**src/rtl/cache_pkg.sv**
```systemverilog
// Shared types and default sizes for the cache write buffer.
// The buffer's optional coalescing feature is selected with WBUF_COALESCE_EN (see cache_write_buffer.sv).
package cache_pkg;

    localparam int ADDR_W_DEF = 32;
    localparam int DATA_W_DEF = 32;
    localparam int DEPTH_DEF  = 4;

    // One buffered posted write at the default widths.
    typedef struct packed {
        logic                  valid;
        logic [ADDR_W_DEF-1:0] address;
        logic [DATA_W_DEF-1:0] data;
    } wbuf_entry_t;

    // Drain handshake towards RAM: idle, or holding a request for the head entry.
    typedef enum logic {
        IDLE = 1'b0,
        REQ  = 1'b1
    } drain_state_t;

endpackage

```
**src/rtl/cache_write_buffer_if.sv**
```systemverilog
// Bundle of the cache-side write/lookup signals and the RAM drain handshake.
// master = the surrounding cache/RAM environment, slave = the write buffer.
interface cache_write_buffer_if #(
    parameter int ADDR_W = 32,
    parameter int DATA_W = 32,
    parameter int DEPTH  = 4
);
    localparam int CNT_W = $clog2(DEPTH) + 1;

    logic              wr_valid;
    logic              wr_ready;
    logic [ADDR_W-1:0] wr_address;
    logic [DATA_W-1:0] wr_data;
    logic [ADDR_W-1:0] rd_address;
    logic              rd_hit;
    logic [DATA_W-1:0] rd_data;
    logic              ram_req;
    logic [ADDR_W-1:0] ram_address;
    logic [DATA_W-1:0] ram_data;
    logic              ram_ack;
    logic [CNT_W-1:0]  count;
    logic              empty;

    modport master (
        output wr_valid, wr_address, wr_data, rd_address, ram_ack,
        input  wr_ready, rd_hit, rd_data, ram_req, ram_address, ram_data, count, empty
    );

    modport slave (
        input  wr_valid, wr_address, wr_data, rd_address, ram_ack,
        output wr_ready, rd_hit, rd_data, ram_req, ram_address, ram_data, count, empty
    );

endinterface

```
**src/rtl/cache_wbuf_match.sv**
```systemverilog
// Parallel address compare over all buffer entries; returns the youngest valid match,
// i.e. the first hit walking backwards from the entry just before wr_ptr.
module cache_wbuf_match #(
    parameter  int ADDR_W = 32,
    parameter  int DEPTH  = 4,
    localparam int PTR_W  = $clog2(DEPTH)
) (
    input  logic [DEPTH-1:0]  valid_i,
    input  logic [ADDR_W-1:0] addr_i [DEPTH],
    input  logic [PTR_W-1:0]  wr_ptr_i,
    input  logic [ADDR_W-1:0] key_i,
    output logic              hit_o,
    output logic [PTR_W-1:0]  idx_o
);

    logic [PTR_W-1:0] cand;

    // Youngest-first priority search; pointer arithmetic wraps naturally at DEPTH.
    always_comb begin
        // NOTE: every output gets a default before the loop so no path leaves it unassigned (no latch).
        hit_o = 1'b0;
        idx_o = '0;
        cand  = '0;
        for (int k = 0; k < DEPTH; k++) begin
            cand = wr_ptr_i - PTR_W'(k + 1);
            if (!hit_o && valid_i[cand] && (addr_i[cand] == key_i)) begin
                hit_o = 1'b1;
                idx_o = cand;
            end
        end
    end

endmodule

```
**src/rtl/cache_write_buffer.sv**
```systemverilog
// Posted write buffer between the direct-mapped cache and backing RAM.
// Writes are queued in a circular FIFO and drained to RAM over a req/ack handshake;
// miss-path lookups are forwarded from pending entries.
// Define WBUF_COALESCE_EN to merge writes to an already-buffered address in place.
module cache_write_buffer
    import cache_pkg::*;
#(
    parameter int ADDR_W = ADDR_W_DEF,
    parameter int DATA_W = DATA_W_DEF,
    parameter int DEPTH  = DEPTH_DEF
) (
    input  logic                 clk,
    input  logic                 rst_n,
    cache_write_buffer_if.slave  bus
);

    localparam int PTR_W = $clog2(DEPTH);
    localparam int CNT_W = PTR_W + 1;

    logic [ADDR_W-1:0] addr_q [DEPTH];
    logic [DATA_W-1:0] data_q [DEPTH];
    logic [DEPTH-1:0]  valid_q;
    logic [PTR_W-1:0]  wr_ptr_q, wr_ptr_d;
    logic [PTR_W-1:0]  rd_ptr_q, rd_ptr_d;
    logic [CNT_W-1:0]  count_q, count_d;
    drain_state_t      state_q, state_d;

    logic              full;
    logic              accept, push, pop, coal_wr;
    logic              fwd_hit;
    logic [PTR_W-1:0]  fwd_idx;
    logic              coal_hit;
    logic [PTR_W-1:0]  coal_idx;

    assign full    = (count_q == CNT_W'(DEPTH));
    assign pop     = (state_q == REQ) && bus.ram_ack;
    assign accept  = bus.wr_valid && bus.wr_ready;
    assign coal_wr = accept && coal_hit;
    assign push    = accept && !coal_hit;

    // Full is judged on the registered count only; a same-cycle pop does not free a slot.
    assign bus.wr_ready = !full || coal_hit;

    // Forwarding lookup for the cache miss path; an incoming write is only visible after its edge.
    cache_wbuf_match #(.ADDR_W(ADDR_W), .DEPTH(DEPTH)) u_fwd_match (
        .valid_i  (valid_q),
        .addr_i   (addr_q),
        .wr_ptr_i (wr_ptr_q),
        .key_i    (bus.rd_address),
        .hit_o    (fwd_hit),
        .idx_o    (fwd_idx)
    );

    assign bus.rd_hit  = fwd_hit;
    assign bus.rd_data = fwd_hit ? data_q[fwd_idx] : '0;

`ifdef WBUF_COALESCE_EN
    logic [DEPTH-1:0] coal_valid;

    // The head under an outstanding request must stay stable, so it is excluded from merging.
    assign coal_valid = valid_q & ~((state_q == REQ) ? (DEPTH'(1) << rd_ptr_q) : '0);

    cache_wbuf_match #(.ADDR_W(ADDR_W), .DEPTH(DEPTH)) u_coal_match (
        .valid_i  (coal_valid),
        .addr_i   (addr_q),
        .wr_ptr_i (wr_ptr_q),
        .key_i    (bus.wr_address),
        .hit_o    (coal_hit),
        .idx_o    (coal_idx)
    );
`else
    assign coal_hit = 1'b0;
    assign coal_idx = '0;
`endif

    // Drain outputs come straight from the head entry while a request is outstanding.
    assign bus.ram_req     = (state_q == REQ);
    assign bus.ram_address = (state_q == REQ) ? addr_q[rd_ptr_q] : '0;
    assign bus.ram_data    = (state_q == REQ) ? data_q[rd_ptr_q] : '0;
    assign bus.count       = count_q;
    assign bus.empty       = (count_q == '0);

    // Next-state for pointers, occupancy and the drain FSM.
    always_comb begin
        wr_ptr_d = wr_ptr_q + PTR_W'(push);
        rd_ptr_d = rd_ptr_q + PTR_W'(pop);
        count_d  = count_q + CNT_W'(push) - CNT_W'(pop);
        state_d  = state_q;
        case (state_q)
            IDLE:    if (count_q != '0) state_d = REQ;
            REQ:     if (bus.ram_ack) state_d = (count_q > CNT_W'(1)) ? REQ : IDLE;
            default: state_d = IDLE;
        endcase
    end

    // Control state: reset drops every pending write and withdraws any request at once.
    always_ff @(posedge clk or negedge rst_n) begin
        if (!rst_n) begin
            wr_ptr_q <= '0;
            rd_ptr_q <= '0;
            count_q  <= '0;
            state_q  <= IDLE;
            valid_q  <= '0;
        end else begin
            // NOTE: non-blocking assignments so every register samples pre-edge values.
            wr_ptr_q <= wr_ptr_d;
            rd_ptr_q <= rd_ptr_d;
            count_q  <= count_d;
            state_q  <= state_d;
            if (pop)  valid_q[rd_ptr_q] <= 1'b0;
            if (push) valid_q[wr_ptr_q] <= 1'b1;
        end
    end

    // Entry payload storage: allocate at wr_ptr, or merge data into a matched entry.
    // NOTE: payload is not reset; valid_q gates every consumer, so stale contents are never observed.
    always_ff @(posedge clk) begin
        if (push) begin
            addr_q[wr_ptr_q] <= bus.wr_address;
            data_q[wr_ptr_q] <= bus.wr_data;
        end
        if (coal_wr) begin
            data_q[coal_idx] <= bus.wr_data;
        end
    end

endmodule

```
**src/flat_wrapper.sv**
```systemverilog
// flat-port wrapper written by rule: the top's interface ports become plain ports
module cache_write_buffer_flat import cache_pkg::*;
#(
    parameter int ADDR_W = ADDR_W_DEF,
    parameter int DATA_W = DATA_W_DEF,
    parameter int DEPTH  = DEPTH_DEF
)
  (clk, rst_n, bus_wr_valid, bus_wr_address, bus_wr_data, bus_rd_address, bus_ram_ack, bus_wr_ready, bus_rd_hit, bus_rd_data, bus_ram_req, bus_ram_address, bus_ram_data, bus_count, bus_empty);
  cache_write_buffer_if #(.ADDR_W(ADDR_W), .DATA_W(DATA_W), .DEPTH(DEPTH)) bus_i ();
  input  logic clk;
  input  logic rst_n;
  input wire logic [$bits(bus_i.wr_valid)-1:0] bus_wr_valid;
  input wire logic [$bits(bus_i.wr_address)-1:0] bus_wr_address;
  input wire logic [$bits(bus_i.wr_data)-1:0] bus_wr_data;
  input wire logic [$bits(bus_i.rd_address)-1:0] bus_rd_address;
  input wire logic [$bits(bus_i.ram_ack)-1:0] bus_ram_ack;
  output wire logic [$bits(bus_i.wr_ready)-1:0] bus_wr_ready;
  output wire logic [$bits(bus_i.rd_hit)-1:0] bus_rd_hit;
  output wire logic [$bits(bus_i.rd_data)-1:0] bus_rd_data;
  output wire logic [$bits(bus_i.ram_req)-1:0] bus_ram_req;
  output wire logic [$bits(bus_i.ram_address)-1:0] bus_ram_address;
  output wire logic [$bits(bus_i.ram_data)-1:0] bus_ram_data;
  output wire logic [$bits(bus_i.count)-1:0] bus_count;
  output wire logic [$bits(bus_i.empty)-1:0] bus_empty;
  assign bus_i.wr_valid = bus_wr_valid;
  assign bus_i.wr_address = bus_wr_address;
  assign bus_i.wr_data = bus_wr_data;
  assign bus_i.rd_address = bus_rd_address;
  assign bus_i.ram_ack = bus_ram_ack;
  assign bus_wr_ready = bus_i.wr_ready;
  assign bus_rd_hit = bus_i.rd_hit;
  assign bus_rd_data = bus_i.rd_data;
  assign bus_ram_req = bus_i.ram_req;
  assign bus_ram_address = bus_i.ram_address;
  assign bus_ram_data = bus_i.ram_data;
  assign bus_count = bus_i.count;
  assign bus_empty = bus_i.empty;
  cache_write_buffer #(.ADDR_W(ADDR_W), .DATA_W(DATA_W), .DEPTH(DEPTH)) u_core (.clk(clk), .rst_n(rst_n), .bus(bus_i));
endmodule
```
**config.mk**
```make
export PLATFORM = sky130hd
export DESIGN_NAME = cache_write_buffer_flat
export DESIGN_NICKNAME = d
export VERILOG_FILES = /design/src/rtl/cache_pkg.sv /design/src/rtl/cache_write_buffer_if.sv /design/src/rtl/cache_wbuf_match.sv /design/src/rtl/cache_write_buffer.sv /design/src/flat_wrapper.sv
export SDC_FILE = /design/constraint.sdc
export NUM_CORES = 1
export LEC_CHECK = 0
export CAP_MARGIN = 40
export CORE_MARGIN = 5
export CORE_UTILIZATION = 59
export DETAILED_ROUTE_END_ITERATION = 16
export PLACE_DENSITY = 0.83
export SLEW_MARGIN = 20
export SYNTH_ARGS = -nofsm -noshare
export SYNTH_HDL_FRONTEND = slang
export SYNTH_SLANG_ARGS = --single-unit
```
**constraint.sdc**
```tcl
create_clock -name clk -period 14.2 [get_ports clk]
set_clock_uncertainty 0.05 [all_clocks]
set_input_delay 2.84 -clock clk [delete_from_list [all_inputs] [get_ports clk]]
set_output_delay 2.84 -clock clk [all_outputs]
set_load 0.05 [all_outputs]
```
Word level (Yosys, flattened, before mapping)
Memory sizes are Yosys's and may differ from the RTL's.
Cells that the tools add are included.
- bits in latches: 0
- output and inout bits: 103
- register bits: 140
- bits in read-only memories: 0
- memories: 1
- RAM bits: 128
- input bits: 100
- mux-type cells: 49
- shift operators: 0
- div/mod/pow operators: 0
- $lt $le $gt $ge: 14
- add/subtract/negate cells: 7
- bitwise logic cells: 9
- multiply operators: 0
- reduce and logical (&&, ||, !) cells: 18
- eq/ne operators: 5
- memories (name ; depth ; bits a word ; read ports ; clocked after memory_dff ; wr ports ; RTL line ; text):
    u_core.data_q ; 4 ; 32 ; 2 ; 0 ; 1 ; cache_write_buffer.sv:21 ; logic [DATA_W-1:0] data_q [DEPTH];
- operator list (kind ; number):
    32-bit two-way mux ; 14
    32-bit binary-select mux with 2-bit select ; 5
    128-bit bitwise mux ; 1
    32-bit equality test ; 4
    32-bit demux with 2-bit select ; 1
    3-bit >= comparator (second input constant) ; 5
    2-bit by 3-bit < comparator with 1-bit output (second input constant) ; 5
    1-bit two-way mux ; 15
    2-bit inverter with 3-bit output ; 5
    1-bit logical AND ; 12
    1-bit binary-select mux with 2-bit select ; 4
    2-bit two-way mux ; 4
    4-bit two-way mux ; 2
    2-bit by 1-bit adder with 2-bit output ; 2
    4-bit bitwise AND ; 1
    1-bit demux with 2-bit select ; 2
    2-bit by 1-bit >= comparator with 1-bit output (second input constant) ; 2
    1-bit logical NOT ; 4
    4-bit inverter ; 1
    4-bit bitwise OR ; 1
    2-bit subtractor (second input constant) ; 2
    3-bit by 1-bit adder with 3-bit output ; 1
    3-bit equality test (second input constant) ; 1
    3-bit by 1-bit greater-than comparator with 1-bit output (second input constant) ; 1
    7 further kinds ; 7

Logic depth before layout (Yosys ltp)
An unclocked memory read counts as a cell.
- depth after elaboration: 22
- mapped depth: 25

Modules after synthesis
From an unflattened synthesis, not the netlist that was laid out.
- cell total of the unflattened synthesis: 1203
- area, all modules: 16404.5 µm²
- modules (own cells, without submodules) (module ; instances ; seq. area each (µm²) ; area each (µm²) ; cells each):
    cache_write_buffer ; 1 ; 7987.7 ; 11091.9 ; 642
    cache_wbuf_match ; 1 ; 0.0 ; 5312.6 ; 561

Worst setup path before layout
Ideal clock, no wire load.
- path kind: in2out
- start: input bus_rd_address[3]
- end: output bus_rd_data[20]
- buffers on the path: 2
- arrival: 6.305 ns
- stages on the path: 10
- slack: 5.005 ns
- required time: 11.310 ns
- path through: clkbuf_1 xnor2_1 nand4_1 or4_1 nor3_2 and2_1 a21oi_1 o32a_1 buf_2 o32ai_1
- longest elaborated chain between the ends: 17
- elaborated cells between the ends (all ways): 24
- ends and longest elaborated chain (item ; RTL line ; text):
    start: declaration ; flat_wrapper.sv:15 ; input wire logic [$bits(bus_i.rd_address)-1:0] bus_rd_address;
    32-bit equality test ; cache_wbuf_match.sv:26 ; if (!hit_o && valid_i[cand] && (addr_i[cand] == key_i)) begin
    1-bit logical AND ; cache_wbuf_match.sv:26 ;
    1-bit two-way mux ; cache_wbuf_match.sv:26 ;
    1-bit logical NOT ; cache_wbuf_match.sv:26 ;
    1-bit logical AND (2 in a row) ; cache_wbuf_match.sv:26 ;
    1-bit two-way mux ; cache_wbuf_match.sv:26 ;
    1-bit logical NOT ; cache_wbuf_match.sv:26 ;
    1-bit logical AND (2 in a row) ; cache_wbuf_match.sv:26 ;
    1-bit two-way mux ; cache_wbuf_match.sv:26 ;
    1-bit logical NOT ; cache_wbuf_match.sv:26 ;
    1-bit logical AND (2 in a row) ; cache_wbuf_match.sv:26 ;
    2-bit two-way mux ; cache_wbuf_match.sv:26 ;
    memory read 4 x 32 bit ; - ;
    32-bit two-way mux * ; cache_write_buffer.sv:55 ; assign bus.rd_data = fwd_hit ? data_q[fwd_idx] : '0;
    end: declaration ; flat_wrapper.sv:19 ; output wire logic [$bits(bus_i.rd_data)-1:0] bus_rd_data;
Every way passes the cells marked *; elsewhere a longest branch is shown, timed or not.

Final worst setup path
- start: input bus_rd_address[13]
- end: output bus_rd_data[8]
The elaborated chain is that of the path after synthesis.

==> run_results.csv <==
group,metric,value,unit
global_route,antenna_found_initial,6,
clock_tree,cts_buffers,29,
timing,fin_ws,3540,ps
setup_path,path_cells,"clkdlybuf4s50_1 -> and2_1 -> a32o_1 -> a2111oi_0 -> nand4_1 -> or2_1 -> nor3_2 -> o32a_1 -> buf_4 -> nand2_1 -> buf_8 -> o22ai_1 -> clkdlybuf4s50_1",
setup_path,end_kind,"output pin",
finish,nFillCells,1971,
clock_tree,cts_tree,"done",
floorplanning,die_w,183,um
placed_design,dp_slack,3680,ps
synth,synth_seq_cells,268,
clock_tree,htree_levels,1,
floorplanning,num_io_pins,203,
drt,final_antenna_net_count,0,
drt,wl,48.5,mm
finish,nets,1505,
floorplanning,row_count,63,
drt,wl_per_cell,26.8,um
timing,finalHoldViolCount,0,
finish,multi_input_comb_area,8940,um^2
timing,slew_headroom,45.5,%
placed_design,place_congestion,0.978,
placed_design,post-place-cells,1752,
setup_path,cpMostUsedCell,"clkdlybuf4s50_1",
synth,synth_edf_count,256,
clock_tree,clk_latency,560,ps
finish,utilization,70.4,%
synth,ys_async_sr_fraction,4.48,%
finish,layout.area.seq,8000,um^2
clock_tree,postCtsSetupBuffers,0,
finish,final_common_cell,"edfxtp_1",
min_path,hp-class,"reg2reg",
status,status,"finished, final reports clean",
floorplanning,design.die.area,33400,um^2
drt,drtIter0Drc,1287,
synth,synth_nets,1355,
finish,fin_cells,1807,
timing,fin_setup_tns,0,ps
clock_tree,cts_resized,0,
finish,drive_gt1_share,18.4,%
drt,drcViolationCount,0,
finish,most-common-layout-cells,"edfxtp_1 (256), clkdlybuf4s50_1 (202), mux4_2 (155)",
timing,max_freq,93.8,MHz
drt,vias,12491,
global_route,grt_pass1_vias,12433,
setup_path,cp_data_arrival_time,7770,ps
synth,ys_seq_area_share,45.4,%
setup_path,required,11310,ps
timing,layout_min_cycle_time,10660,ps
timing,setup-violations-final,0,
global_route,grt_pass1_wl,74.2,mm
setup_path,startpoint_type,"input pin",
timing,rsz0062_at_grt,"no",
clock_tree,hold_buffers,0,
synth,synth_warnings,0,
timing,whs,559,ps
setup_path,rrSetupSlack,11190,ps
synth,synth_area,17600,um^2
synth,synth_cell_types,77,
run,drv_cap,0,
global_route,grt_start_max_net_pins,65,
synth,yosys.area.top_type,"edfxtp_1",
floorplanning,core_area,29600,um^2
drt,drt_pass1_iterations,6,
clock_tree,clkSinkCount,268,
setup_path,critPathKind,"in2out",
global_route,grt-ovfl-total,0,
floorplanning,initial_core_util,59.6,%
setup_path,crit_fanout,33,
drt,routed_via_density,6.91,
clock_tree,cts_root_buf,"clkbuf_16",
synth,synth_top_cell_area_share,43.7,%
clock_tree,clkTransAtPathRegs,60,ps
synth,synthCells,1245,
finish,area_growth,18.1,%
timing,tightestPinTransition,817,ps
power_and_ir_drop,p_leak,7.00,nW
clock_tree,clock_path_buffers,3,
synth,synthFlopType,"edfxtp_1",
timing,fin_crit_sh,75.1,%
placed_design,dpl.hpwl,33.1,mm
setup_path,max_stage_delay,830,ps
global_route,grt_usage,28.5,%
synth,synth_area_leaders,"edfxtp_1 (44%), mux4_2 (20%), mux2i_1 (7.9%), xnor2_1 (4.2%), and2_1 (2.5%)",
power_and_ir_drop,peakVddDrop,0.224,mV
power_and_ir_drop,powerDensity,244,nW/um^2
setup_path,crit_path_top_delay_cell,"clkdlybuf4s50_1",
timing,maxSlewViolCount,0,
synth,synth_area_per_cell,14.1,um^2
floorplanning,die_h,183,um
placed_design,io_buffers,202,
## cell type report
cell class | instances | area share [%]
Sequential cell | 268 | 38.5
Inverter | 21 | 0.391
Antenna cell | 2 | 0.0241
Clock inverter | 17 | 0.752
Clock buffer | 34 | 3.72
Timing Repair Buffer | 228 | 11.3
Tap cell | 390 | 2.35
Multi-Input combinational cell | 847 | 43.0
## cell usage after synthesis, types with 21 or more instances
cell,instances
a21boi_0,21
a21oi_1,34
and2_1,69
buf_2,26
clkbuf_1,40
edfxtp_1,256
mux2i_1,139
mux4_2,155
nor2_1,31
o21ai_0,22
o22ai_1,33
o2bb2ai_1,22
xnor2_1,84
xor2_1,42
## state kept, by name (all words and copies together), names as in the netlist
signal and count:
u_core.bus.ram_req 1, u_core.wr_ptr_q 2, u_core.data_q 128, u_core.rd_ptr_q 2, u_core.bus.count 3, u_core.addr_q 128
u_core.valid_q 4
## power breakdown
| part | total, mW | leakage (nW) | internal [mW] | switching (mW) |
|---|---|---|---|---|
| combinational | 3.07 | 4.09 | 1.32 | 1.75 |
| sequential | 1.27 | 2.48 | 1.06 | 0.211 |
| clock | 0.739 | 0.437 | 0.425 | 0.314 |
| total | 5.08 | 7.00 | 2.81 | 2.28 |
## layer usage
layer,global-route usage (%),part of all wire [%]
met1,40.1,40
met2,45.7,48
met3,5.24,8.6
met4,9.49,3.8
met5,0,0.13
## metrics by stage
step	cell area, um^2	power [mW]
after floorplan	17600	3.48
after global placement	19600	4.23
after detailed placement	19800	4.31
after CTS	20800	5.07
after global routing	20800	5.30
final	20800	5.08
## logic make-up (layout without fill, tap and decap cells)
kind of cell               after synthesis  after routing  share of synthesized area (%)
AOI/OAI and AO/OA                      201            201                           8.32
xor gates and xnor gates               126            126                           6.27
adders and majority gates               10             10                          0.753
buffers and inverters                  130            300                           3.96
DFF                                    268            268                           45.4
muxes                                  303            303                           28.3
other                                    0              2                              0
and+or+nand+nor                        207            207                           7.03
## worst max-delay path, delay by kind of cell
family | cells | cell delay [ps]
AOI/OAI and AO/OA | 4 | 1040
and+or+nand+nor | 5 | 1710
buffers and inverters | 4 | 2160
## worst paths after layout
kind / from / end / depth (start not counted)
worst max-delay path: bus_rd_address[13] / bus_rd_data[8] / 13
worst min-delay path: u_core.valid_q[3] / u_core.valid_q[3] / 1
worst max register to register: u_core.wr_ptr_q[0] / u_core.addr_q[109] / 4
worst min register to register: u_core.valid_q[3] / u_core.valid_q[3] / 1
max in group asynchronous: rst_n / u_core.wr_ptr_q[1] / 1
min in group asynchronous: rst_n / u_core.rd_ptr_q[0] / 1
No activity file was read; power rests on OpenSTA's default activity.
==> patch, RTL diff (same flow settings) <==
Add a define of `WBUF_COALESCE_EN`.
--- a/src/rtl/cache_write_buffer.sv
+++ b/src/rtl/cache_write_buffer.sv
@@ -4,2 +4,4 @@
 // Define WBUF_COALESCE_EN to merge writes to an already-buffered address in place.
+`define WBUF_COALESCE_EN
+
 module cache_write_buffer
Function: changed (Yosys sat finds a counterexample within 4 cycles, from zero or initial values and one cycle with rst_n low).
==> patch against the original RTL <==
  * Global-route usage is 5.6 points higher
  * Sequential power is 5% higher
  * Clock power is 15% higher
  * Setup slack worse by 0.74 ns
  * Via count is 42% higher
  * Wire length is 48% higher
  * Worst hold slack worse by 0.0032 ns
  * Sequential cell count stayed put
  * Core utilization is 2.0 points lower
  * Final area is 20% higher
  * Area after synthesis is 23% higher
  * Total power is 27% higher
  * Critical path type unchanged
  * Highest routed layer unchanged
==> patch: results (changes against the original RTL) <==
| Metric | Value |
|---|---|
| NumNets Final | `2,078 (+38%)` |
| Flop2flop setup slack | `7.97 ns (-3.22 ns)` |
| Post-Synthesis Cells | `1,887 (+52%)` |
| Setup bufs post-CTS | `0 (unchanged)` |
| Worst reg2reg path depth | `14 (+10)` |
| Compound-Gate Fraction of Synth Area | `0.0702 (-0.0130)` |
| Post-synth EDFFs | `256 (unchanged)` |
| Total CTS buffers | `31 (+6.9%)` |
| Wirelength per Cell | `29.2 um (+8.9%)` |
| Hold EP | `u_core.bus.ram_req$_DFF_PN0_` |
| Synth Area in XOR/XNOR | `0.0964 (+0.0337)` |
| Placer Congestion | `1.03 (+5.6%)` |
| Slew @ Worst Pin | `1.03 ns (+0.217 ns)` |
| Root Driver | `clkbuf_16` |
| Outcome | `finished clean` |
| Clock latency on the worst-skew pair | `0.62 ns (+0.06 ns)` |
| Worst Setup SP | `bus_rd_address[9]` |
| Synth Warn # | `0 (unchanged)` |
| Synthesized net count | `1,997 (+47%)` |
| CTS max path bufs | `3 (unchanged)` |
| All-layer global routing usage | `0.341 (+0.0561)` |
| Worst IR drop on VDD | `0.182 mV (-19%)` |
| Post-DP Area | `23,700 um^2 (+19%)` |
| Layout fillers | `2,580 (+31%)` |
| Max stage delay on crit path | `0.82 ns` |
| Max-Cap Viols | `0 (unchanged)` |
| Hold crit path type | `reg -> reg` |
| Internal power | `3330 uW (+18%)` |
| Reg-to-reg endpoint | `u_core.data_q[1][16]$_DFFE_PP_` |
| Largest net degree at the start of global routing | `199 (+210%)` |
| Synth Area in Adders | `0.00613 (-0.00140)` |
| Seq/Total Area, Yosys | `0.369 (-0.0843)` |
| Vias per cell | `7.19 (+4.0%)` |
| WHS Path Cells | `2 (+1)` |
| Worst-path clk slew | `0.06 ns (about the same)` |
| Slowest CP cell | `clkdlybuf4s50_1` |
| Area contributors post-synth | `edfxtp_1 36%, mux4_2 17%, mux2i_1 8.4%, xnor2_1 7.2%, xor2_1 2.4%` |
| Pleak | `0.00807 uW (+15%)` |
| Placed Cells | `2,396 (+37%)` |
| Final HPWL DP | `50,300 um (+52%)` |
| Layout cells sized above 1 | `0.141 (-0.0432)` |
| Crit path max fanout | `42 (+27%)` |
| First-pass GRT wire length | `108,000 um (+45%)` |
| Number of DRC markers in iteration 0 | `2,589 (+100%)` |
| Largest regs | `u_core.addr_q x128, u_core.data_q x128, u_core.valid_q x4` |
| Initial antenna violation count | `3 (-3)` |
| Non-Filler Instances | `2,461 (+36%)` |
| H-tree levels | `1 (unchanged)` |
| Synth cell types | `70 (-9.1%)` |
| CP endpoint | `bus_rd_data[22]` |
| Reg2reg start | `u_core.wr_ptr_q[1]$_DFF_PN0_` |
| Post-CTS sizing | `0 (unchanged)` |
| Worst Hold Launch | `u_core.bus.count[0]$_DFF_PN0_` |
| Post-synth top cells | `256 x edfxtp_1, 181 x mux2i_1, 179 x xnor2_1` |
| Post-synthesis mux area share | `0.257 (-0.0259)` |
| Vias in the first global route | `16.8k (+35%)` |
| Drt first pass iters | `6 (unchanged)` |
patch: cell count changes after synthesis, sizes merged, moves of 26 or more:
| cell | delta |
|---|---|
| buf | +31 |
| nor4 | +50 |
| a32o | +30 |
| xnor2 | +95 |
| mux2i | +42 |
| and4bb | +26 |
| nand2 | +68 |
| clkbuf | +46 |
| nor2 | +102 |
| o21ai | +64 |
| a21oi | -27 |
| nor3 | +50 |
patch: power groups by stage:
stage / clock network, uW / registers (uW) / logic (uW)
final: 852 / 1330 / 4260
after global routing: 892 / 1350 / 4450
after CTS: 861 / 1370 / 4130
after detailed placement: 0 / 1380 / 4090
after global placement: 0 / 1360 / 4020
after floorplan: 0 / 1230 / 3060
patch: final cells by class:
cell class | count | area (um^2) | share of cell area
inverters | 23 | 91.3 | 0.00367
diodes | 1 | 2.50 | 0.000100
repair buffers | 234 | 2470 | 0.0993
clock inverters | 21 | 259 | 0.0104
multi-input cells | 1410 | 12700 | 0.509
well taps | 468 | 586 | 0.0235
clock buffers | 36 | 825 | 0.0331
flip-flops and latches | 268 | 8000 | 0.321
patch: worst reg2reg max path, delay by kind of cell, from the launching register on:
kind	cells	cell delay, ns
buf+inv	3	1.56
flops	1	0.61
simple gates	7	1.73
fa+ha+maj	1	0.75
mux	2	0.89
xor+xnor	1	0.23
patch: routing by layer:
layer,vias up,track usage,part of all wire
li1,7496,-,-
met1,8727,0.483,0.38
met2,1274,0.542,0.47
met3,190,0.0699,0.12
met4,4,0.0942,0.038
met5,-,0,0.00047
patch: metrics by stage:
step | hold slack (ns) | setup slack, ns
after global placement | 0.562 | 2.43
after global routing | 0.622 | 2.63
final | 0.556 | 2.80
after floorplan | 0.427 | 5.16
after CTS | 0.557 | 2.53
after detailed placement | 0.544 | 2.66
